File: src/rtl/uart_tx_arb.sv
// ---------------------------------------------------------------------------
// uart_tx_arb
//
// Shares one uart_tx byte interface between NREQ byte requesters. Unlocked
// selection is round-robin starting at rr_ptr. Once a requester wins, it
// keeps ownership (lock) until it sends a byte flagged last. The lock is
// also dropped if the owner stays idle for LOCK_TIMEOUT cycles.
//
// Each byte goes through IDLE -> SEND -> DRAIN. DRAIN waits for utx_ack to
// fall, so uart_tx always sees a fresh rising edge of utx_valid.
//
// Handshakes:
//   requester side: req_valid[i] is a level. req_ready[i] is a one-cycle
//     pulse that appears the cycle after the byte was captured. The
//     requester may change req_data/req_last or drop req_valid from then on.
//   uart_tx side: utx_valid rises with utx_data stable and stays high until
//     utx_ack is seen high. utx_valid then stays low until utx_ack has been
//     seen low. utx_ack outside SEND/DRAIN is ignored.
//
// Ports:
//   clk, rst       clock, synchronous active-high reset
//   req_valid[i]   requester i has a byte pending
//   req_data       byte of requester i on bits [8i+7:8i]
//   req_last[i]    pending byte of requester i ends its packet
//   req_ready[i]   one-cycle capture pulse to requester i
//   grant          one-hot current owner, zero when none
//   utx_data       byte to uart_tx
//   utx_valid      data_valid to uart_tx
//   utx_ack        tx_ack from uart_tx
//   busy           not IDLE, or holding a packet lock
// ---------------------------------------------------------------------------
module uart_tx_arb #(
  parameter int NREQ         = 3,
  parameter int LOCK_TIMEOUT = 255
) (
  input  logic              clk,
  input  logic              rst,
  input  logic [NREQ-1:0]   req_valid,
  input  logic [8*NREQ-1:0] req_data,
  input  logic [NREQ-1:0]   req_last,
  output logic [NREQ-1:0]   req_ready,
  output logic [NREQ-1:0]   grant,
  output logic [7:0]        utx_data,
  output logic              utx_valid,
  input  logic              utx_ack,
  output logic              busy
);

  localparam int IW       = (NREQ > 2) ? $clog2(NREQ) : 1;
  localparam int TW       = (LOCK_TIMEOUT > 1) ? $clog2(LOCK_TIMEOUT + 1) : 1;
  localparam int TMO_LAST = (LOCK_TIMEOUT > 0) ? LOCK_TIMEOUT - 1 : 0;

  typedef enum logic [1:0] {
    ST_IDLE  = 2'd0,
    ST_SEND  = 2'd1,
    ST_DRAIN = 2'd2
  } state_t;

  state_t            state_q, state_d;
  logic [IW-1:0]     owner_q, owner_d;
  logic [IW-1:0]     rr_ptr_q, rr_ptr_d;
  logic              lock_q, lock_d;
  logic [TW-1:0]     tmo_cnt_q, tmo_cnt_d;
  logic [7:0]        hold_data_q, hold_data_d;
  logic              hold_last_q, hold_last_d;
  logic [NREQ-1:0]   grant_q, grant_d;
  logic [NREQ-1:0]   req_ready_q, req_ready_d;
  logic              utx_valid_q, utx_valid_d;
  logic              busy_q, busy_d;

  // candidate selection
  logic              sel_found;
  logic [IW-1:0]     sel_idx;
  logic [IW-1:0]     cand;
  logic [7:0]        sel_data;
  logic [NREQ-1:0]   sel_onehot;
  logic [IW-1:0]     owner_next;

  // Owner index plus one, wrapping at NREQ. Used whenever a lock is released.
  always_comb begin
    owner_next = owner_q + IW'(1);
    if (owner_q == IW'(NREQ - 1)) begin
      owner_next = '0;
    end
  end

  // While locked, only the owner is eligible. Otherwise take the first
  // valid requester at or after rr_ptr.
  always_comb begin
    sel_found = 1'b0;
    sel_idx   = '0;
    cand      = '0;
    if (lock_q) begin
      sel_found = req_valid[owner_q];
      sel_idx   = owner_q;
    end else begin
      for (int k = 0; k < NREQ; k++) begin
        cand = IW'((int'(rr_ptr_q) + k) % NREQ);
        if (!sel_found && req_valid[cand]) begin
          sel_found = 1'b1;
          sel_idx   = cand;
        end
      end
    end
    sel_data   = req_data[{sel_idx, 3'b000} +: 8];
    sel_onehot = {{(NREQ-1){1'b0}}, 1'b1} << sel_idx;
  end

  always_comb begin
    state_d     = state_q;
    owner_d     = owner_q;
    rr_ptr_d    = rr_ptr_q;
    lock_d      = lock_q;
    tmo_cnt_d   = tmo_cnt_q;
    hold_data_d = hold_data_q;
    hold_last_d = hold_last_q;
    grant_d     = grant_q;
    req_ready_d = '0;
    utx_valid_d = utx_valid_q;

    case (state_q)
      ST_IDLE: begin
        utx_valid_d = 1'b0;
        if (sel_found) begin
          hold_data_d = sel_data;
          hold_last_d = req_last[sel_idx];
          req_ready_d = sel_onehot;
          grant_d     = sel_onehot;
          owner_d     = sel_idx;
          lock_d      = 1'b1;
          tmo_cnt_d   = '0;
          utx_valid_d = 1'b1;
          state_d     = ST_SEND;
        end else if (lock_q && (LOCK_TIMEOUT != 0)) begin
          // Owner idle while holding the lock: give it up after
          // LOCK_TIMEOUT consecutive cycles.
          if (tmo_cnt_q == TW'(TMO_LAST)) begin
            lock_d    = 1'b0;
            grant_d   = '0;
            rr_ptr_d  = owner_next;
            tmo_cnt_d = '0;
          end else begin
            tmo_cnt_d = tmo_cnt_q + TW'(1);
          end
        end
      end

      ST_SEND: begin
        utx_valid_d = 1'b1;
        if (utx_ack) begin
          utx_valid_d = 1'b0;
          state_d     = ST_DRAIN;
        end
      end

      ST_DRAIN: begin
        utx_valid_d = 1'b0;
        if (!utx_ack) begin
          state_d = ST_IDLE;
          if (hold_last_q) begin
            lock_d   = 1'b0;
            grant_d  = '0;
            rr_ptr_d = owner_next;
          end
        end
      end

      default: begin
        state_d     = ST_IDLE;
        utx_valid_d = 1'b0;
      end
    endcase

    busy_d = (state_d != ST_IDLE) || lock_d;
  end

  always_ff @(posedge clk) begin
    if (rst) begin
      state_q     <= ST_IDLE;
      owner_q     <= '0;
      rr_ptr_q    <= '0;
      lock_q      <= 1'b0;
      tmo_cnt_q   <= '0;
      hold_data_q <= 8'h00;
      hold_last_q <= 1'b0;
      grant_q     <= '0;
      req_ready_q <= '0;
      utx_valid_q <= 1'b0;
      busy_q      <= 1'b0;
    end else begin
      state_q     <= state_d;
      owner_q     <= owner_d;
      rr_ptr_q    <= rr_ptr_d;
      lock_q      <= lock_d;
      tmo_cnt_q   <= tmo_cnt_d;
      hold_data_q <= hold_data_d;
      hold_last_q <= hold_last_d;
      grant_q     <= grant_d;
      req_ready_q <= req_ready_d;
      utx_valid_q <= utx_valid_d;
      busy_q      <= busy_d;
    end
  end

  assign req_ready = req_ready_q;
  assign grant     = grant_q;
  assign utx_data  = hold_data_q;
  assign utx_valid = utx_valid_q;
  assign busy      = busy_q;

endmodule

File: config.mk
export PLATFORM = sky130hd
export DESIGN_NAME = uart_tx_arb
export DESIGN_NICKNAME = d
export VERILOG_FILES = /design/src/rtl/uart_tx_arb.sv
export SDC_FILE = /design/constraint.sdc
export NUM_CORES = 1
export LEC_CHECK = 0
export BUFFER_PORTS_ARGS = -buffer_cell sky130_fd_sc_hd__buf_4
export CAP_MARGIN = 20
export CORE_MARGIN = 3
export CORE_UTILIZATION = 52
export CTS_CLUSTER_SIZE = 40
export DETAILED_ROUTE_END_ITERATION = 10
export PLACE_DENSITY_LB_ADDON = 0.2
export SYNTH_ARGS = -nofsm -noshare
export SYNTH_HDL_FRONTEND = slang
export SYNTH_SLANG_ARGS = --single-unit
File: constraint.sdc
create_clock -name clk -period 2.7 [get_ports clk]
set_input_delay 0.405 -clock clk [delete_from_list [all_inputs] [get_ports clk]]
set_output_delay 0.405 -clock clk [all_outputs]
set_load 0.01 [all_outputs]
==> results.sh, run 1 <==
export IMPL_synthToLayoutAreaGrowth_pct=24.4
export IMPL_ys_seq_area_share_pct=34.3
export IMPL_p_leak_nw=0.985
export IMPL_synth_async_sr_flop_share_pct=0
export IMPL_cts_buffers_inserted=5
export IMPL_cts_resized=0
export IMPL_synth_top_area_share_pct=34.3
export IMPL_hold_end="utx_data[7]"
export IMPL_r2r_end="utx_data[4]"
export IMPL_drt_first_pass_iters=4
export IMPL_synthFlopType="dfxtp_1"
export IMPL_overflow=0
export IMPL_hold_violations=0
export IMPL_grt_pass1_vias=1623
export IMPL_grt_usage_pct=21.2
export IMPL_grt_setup_unrepaired="no"
export IMPL_grt_max_degree=31
export IMPL_dp_hpwl_um=3070
export IMPL_setup_violations=0
export IMPL_synthCells=221
export IMPL_path_clk_slew_ps=100
export IMPL_hold_start="req_data[15]"
export IMPL_finalSetupTns_ps=0
export IMPL_period_needed_ps=2460
export IMPL_gp_congestion=0.781
export IMPL_nets=302
export IMPL_die_width_um=65.9
export IMPL_r2r_setup_slack_ps=240
export IMPL_crit_path_end_kind="flop"
export IMPL_layout_cells_non_filler=312
export IMPL_clk_path_buf_depth=2
export IMPL_yosys_warnings=0
export IMPL_finalPower_mw=1.76
export IMPL_num_vias=1757
export IMPL_synth_edf_count=0
export IMPL_drc=0
export IMPL_drive_gt1_share_pct=27.4
export IMPL_clock_root_buffer="clkbuf_4"
export IMPL_cpPeakStageDelay_ps=880
export IMPL_post_cts_buffers=0
export IMPL_peakVddDrop_mv=0.403
export IMPL_dieArea_sq_mm=0.00435
export IMPL_clk_latency_ps=340
export IMPL_htreeDepth=2
export IMPL_start_util_pct=55.1
export IMPL_tightest_slew_ps=1010
export IMPL_ys_types=47
export IMPL_clock_sinks=32
export IMPL_multi_input_area_sq_mm=0.00104
export IMPL_r2r_start="rr_ptr_q[1]"
export IMPL_hold_path_depth=3
export IMPL_syn_cell_area_sq_mm=0.00187
export IMPL_viasPerCell=5.63
export IMPL_fin_crit_sh_pct=91.1
export IMPL_crit_type="reg2reg"
export IMPL_p_per_area_mw_per_mm2=755
export IMPL_worst_hold_path_type="in2reg"
export IMPL_status="complete, no violations"
export IMPL_yosysTopAreaCell="dfxtp_1"
export IMPL_place_inst=304
export IMPL_wl_um=4310
export IMPL_wire_per_inst_um=13.8
export IMPL_cts_tree="built"
export IMPL_rr_worst_depth=8
export IMPL_ys_ff_latch=32
export IMPL_synthTopCellsByArea="dfxtp_1 34%, a21oi_1 6.7%, mux2i_1 6.4%"
export IMPL_cp_arrival_ps=2680
export IMPL_rows=21
export IMPL_numPortBuffers=48
export IMPL_syn_nets=258
export IMPL_drt_iter0_drc=113
export IMPL_start_kind="flop"
export IMPL_antenna_left=0
export IMPL_skew_ps=5.48
export IMPL_grt_pass1_wl_um=7190
export IMPL_crit_fanout=13
export IMPL_nFillCells=292
export IMPL_die_h_um=65.9
export IMPL_core_area_sq_mm=0.00339
export IMPL_ioPinCount=49
export IMPL_regArea_sq_um=641
export IMPL_antenna_found_initial=0
export IMPL_synth_avg_cell_area_sq_um=8.45
export IMPL_drv_slew=0
export IMPL_path_cells="inv_1 -> ha_1 -> nand2b_1 -> nand3_1 -> nor2_1 -> o41ai_4 -> mux2i_1 -> o22ai_1"
export IMPL_fmax_mhz=407
export IMPL_antennaDiodeCount=0
export IMPL_hold_buffers=0
export IMPL_synth_most_common_cell="dfxtp_1"
export IMPL_slew_headroom_pct=32.8
export IMPL_cp_slowest_cell="o41ai_4"
export IMPL_synth_top_cells_by_count="32 x dfxtp_1, 25 x a21oi_1, 21 x inv_1"
export IMPL_drv_cap=0
export IMPL_cp_required_ps=2920
-- layout by cell type (no fill, tap or decap), drive strengths merged, types with 2 or more instances in the layout --
cell type,Yosys,layout
or4,2,2
mux2i,12,12
buf,12,55
dfxtp,32,32
nor2b,7,7
a22oi,3,3
nand4b,2,2
nand2,9,9
nand3,7,7
nor3,2,2
ha,4,4
or3,4,4
inv,21,21
a211oi,2,2
nand3b,3,3
clkbuf,6,7
and4,2,2
or2,2,2
a21oi,25,25
o21ai,11,11
o22ai,11,11
nor2,11,11
nand2b,6,6
a2111oi,9,9
-- area by class of cell --
cell class                 instances  area share (%)
multi-input combinational        150            44.7
sequential                        32            27.6
clock buffer                       7            2.80
tap                               46            2.48
clock inverter                     1            1.29
inverter                          21            3.39
timing repair buffer              55            17.8
-- logic make-up after synthesis --
group / after synthesis / synth area share [%]
AOI/OAI and AO/OA: 72 / 27.3
and+or+nand+nor: 60 / 18.2
buffers and inverters: 39 / 10.0
DFF: 32 / 34.3
muxes: 13 / 7.03
adders and majority gates: 4 / 2.68
xor gates and xnor gates: 1 / 0.469
-- critical path: cells and delay by family (launching register included) --
family,cells,cell delay [ps]
buffers and inverters,1,50
AOI/OAI and AO/OA,2,980
DFF,1,370
adders and majority gates,1,280
and+or+nand+nor,3,370
muxes,1,280
-- routing by layer --
metal | routed length, um | track usage [%] | share of wire, %
met4 | 78 | 7.11 | 1.8
met2 | 1990 | 32.3 | 46
met1 | 1960 | 28.4 | 46
met5 | 0 | 0 | 0
met3 | 274 | 6.63 | 6.4
-- registers in the layout, summed over array words and instances, names as in the netlist --
name	flops
rr_ptr_q	2
utx_data	8
owner_q	2
lock_q	1
tmo_cnt_q	8
req_ready	3
utx_valid	1
state_q	2
busy	1
hold_last_q	1
grant	3
-- worst max-delay path by stage --
stage / start / endpoint / cells after the start
after floorplan: rr_ptr_q[0] / busy / 10
after global placement: rr_ptr_q[0] / utx_data[2] / 8
after detailed placement: rr_ptr_q[0] / utx_data[4] / 8
after CTS: rr_ptr_q[0] / utx_data[4] / 8
after global routing: rr_ptr_q[1] / utx_data[6] / 8
final: rr_ptr_q[1] / utx_data[4] / 8
-- through the flow --
step / hold WS, ps / util (%) / worst slack [ps] / instance area, sq um
after CTS: 333 / 68.6 / 158 / 2320
after detailed placement: 458 / 65.8 / 186 / 2230
after global routing: 340 / 68.6 / 8.40 / 2320
after floorplan: 453 / - / 571 / 1870
final: 337 / 68.6 / 241 / 2320
after global placement: 454 / 65.8 / 268 / 2230
-- report_power, final --
group          switching [mW]  total [mW]  internal [mW]
combinational           0.371       0.695          0.324
clock                   0.170       0.416          0.246
sequential             0.0736       0.644          0.570
total                   0.615        1.76           1.14
(Power assumes the default switching activity.)
==> run 2: changes to the inputs <==
ABC_AREA = 1   (was default)
==> results.sh, run 2 <==
export IMPL_status="complete, no violations"
export IMPL_p_sw_mw=1.52
export IMPL_clock_sinks=32
export IMPL_ys_seq_area_share_pct=33.8
export IMPL_hold_end="grant[0]"
export IMPL_peakVddDrop_mv=0.615
export IMPL_drt_first_pass_iters=4
export IMPL_crit_fanout=22
export IMPL_start_util_pct=55.6
export IMPL_p_leak_nw=1.10
export IMPL_setup_ws_ps=400
export IMPL_final_area_sq_mm=0.00230
export IMPL_p_int_mw=1.44
export IMPL_r2r_end="utx_data[3]"
export IMPL_synthToLayoutAreaGrowth_pct=21.3
export IMPL_fmax_mhz=435
export IMPL_rr_worst_depth=13
export IMPL_crit_start="rr_ptr_q[0]"
export IMPL_p_seq_share_pct=24.5
export IMPL_hold_violations=0
export IMPL_grt_usage_pct=21.0
export IMPL_ys_types=32
export IMPL_synthTopCellsByArea="dfxtp_1 34%, nand2_1 13%, nand3_1 10%"
export IMPL_antenna_left=0
export IMPL_setup_violations=0
export IMPL_drt_iter0_drc=87
export IMPL_r2r_setup_slack_ps=400
export IMPL_nets=365
export IMPL_rows=21
export IMPL_dp_hpwl_um=3050
export IMPL_start_kind="flop"
export IMPL_finalSetupTns_ps=0
export IMPL_fin_util_pct=67.4
export IMPL_syn_cell_area_sq_mm=0.00190
export IMPL_gp_congestion=0.855
export IMPL_dieArea_sq_mm=0.00441
export IMPL_cp_required_ps=2920
export IMPL_synth_avg_cell_area_sq_um=6.73
export IMPL_hold_start="rst"
export IMPL_p_per_area_mw_per_mm2=1290
export IMPL_post_cts_buffers=0
export IMPL_power_share_combinational_pct=65.9
export IMPL_ioPinCount=49
export IMPL_hold_path_depth=2
export IMPL_skew_ps=7.33
export IMPL_synthFlopType="dfxtp_1"
export IMPL_num_vias=1876
export IMPL_path_clk_slew_ps=100
export IMPL_crit_type="reg2reg"
export IMPL_pre_cts_ws_ps=410
export IMPL_antenna_found_initial=0
export IMPL_final_common_cell="nand2_1"
export IMPL_wire_per_inst_um=10.9
export IMPL_slew_headroom_pct=53.9
export IMPL_synthCells=282
export IMPL_numPortBuffers=48
export IMPL_viasPerCell=5.00
export IMPL_grt_setup_unrepaired="no"
export IMPL_fin_crit_sh_pct=85.2
export IMPL_grt_pass1_wl_um=7250
export IMPL_period_needed_ps=2300
export IMPL_synth_most_common_cell="nand2_1"
export IMPL_grt_max_degree=23
export IMPL_grt_pass1_vias=1732
export IMPL_syn_nets=319
export IMPL_antennaDiodeCount=0
export IMPL_cts_buffers_inserted=5
export IMPL_cts_resized=0
export IMPL_drive_gt1_share_pct=26.1
export IMPL_htreeDepth=2
export IMPL_r2r_start="rr_ptr_q[0]"
export IMPL_clock_root_buffer="clkbuf_4"
export IMPL_layout_cells_most_common_list="64 x nand2_1, 49 x buf_4, 39 x nand3_1"
export IMPL_crit_path_end_kind="flop"
export IMPL_wl_um=4080
export IMPL_die_width_um=66.4
export IMPL_nFillCells=326
export IMPL_yosys_warnings=0
export IMPL_synth_top_area_share_pct=33.8
export IMPL_drv_slew=0
export IMPL_core_area_sq_mm=0.00342
export IMPL_synth_async_sr_flop_share_pct=0
export IMPL_clk_path_buf_depth=2
export IMPL_yosysTopAreaCell="dfxtp_1"
export IMPL_clk_latency_ps=320
export IMPL_placed_area_sq_mm=0.00224
export IMPL_netSwitchingFraction_pct=51.3
export IMPL_cp_arrival_ps=2520
export IMPL_synth_edf_count=0
export IMPL_worst_hold_path_type="in2reg"
export IMPL_ys_ff_latch=32
export IMPL_hold_buffers=0
export IMPL_synth_top_cells_by_count="64 x nand2_1, 39 x nand3_1, 37 x nor2_1"
export IMPL_pwr_share_clk_pct=9.6
export IMPL_cts_tree="built"
export IMPL_drv_cap=0
export IMPL_overflow=0
export IMPL_drc=0
export IMPL_die_h_um=66.4
export IMPL_tightest_slew_ps=690
[run 2: cell count changes in the layout (fill, tap and decap cells not counted), moves of 9 or more]
cell       previous run  this run
nand2_1               9        64
nand3_1               7        39
a2111oi_0             9         0
nor2_1               11        37
a21oi_1              25        15
o22ai_1              11         0
mux2i_1              12         0
[run 2: kinds of logic (layout without fill, tap and decap cells)]
kind of cell	after synthesis	in the layout	share of synthesized area [%]
fa+ha+maj	4	4	2.64
flops	32	32	33.8
compound gates	42	42	13.1
xor+xnor	2	2	0.923
simple gates	164	164	39.8
buf+inv	38	85	9.76
[run 2: worst max-delay path, stage by stage (launching register included)]
cell	delay (ps)
dfxtp_1	360
inv_1	50
ha_1	410
inv_2	80
nand2_1	80
nand2_1	50
nand2_1	70
nand2_1	80
nand4_1	80
nand3_1	90
nand2_1	520
nor2_1	110
nor2_1	140
a21oi_2	60
[run 2: area by class of cell]
class                   count  area, sq um  share of cell area, %
multi-input cells         212         1070                   46.6
flip-flops and latches     32          641                   27.8
clock buffers               8         58.8                   2.55
well taps                  46         57.6                   2.50
inverters                  28          105                   4.57
repair buffers             49          368                   16.0
[run 2: worst max path at each step]
stage | cells past startpoint | slack (ps) | to
finish | 13 | 400 | utx_data[3]
floorplan | 15 | 810 | utx_data[3]
global route | 14 | 100 | utx_data[3]
global placement | 13 | 490 | utx_data[3]
detailed placement | 13 | 410 | utx_data[3]
CTS | 13 | 380 | utx_data[3]
[run 2: power by group through the flow]
stage	clock, mW	combinational [mW]	sequential, mW
CTS	0.294	1.98	0.726
global placement	0	1.94	0.732
finish	0.283	1.95	0.727
floorplan	0	1.64	0.765
global route	0.318	2.24	0.749
detailed placement	0	1.97	0.736
[run 2: layer usage]
layer	global-route usage (%)	part of all wire, %
met4	6.85	0.56
met3	6.80	7.5
met2	36.3	48
met1	24.2	44
met5	0	0
[run 2: metrics by stage]
step	instances	hold WS [ps]	power (mW)
after floorplan	282	438	2.40
after global placement	367	451	2.68
after detailed placement	367	472	2.70
after CTS	375	270	3.00
after global routing	375	269	3.30
final	375	294	2.96
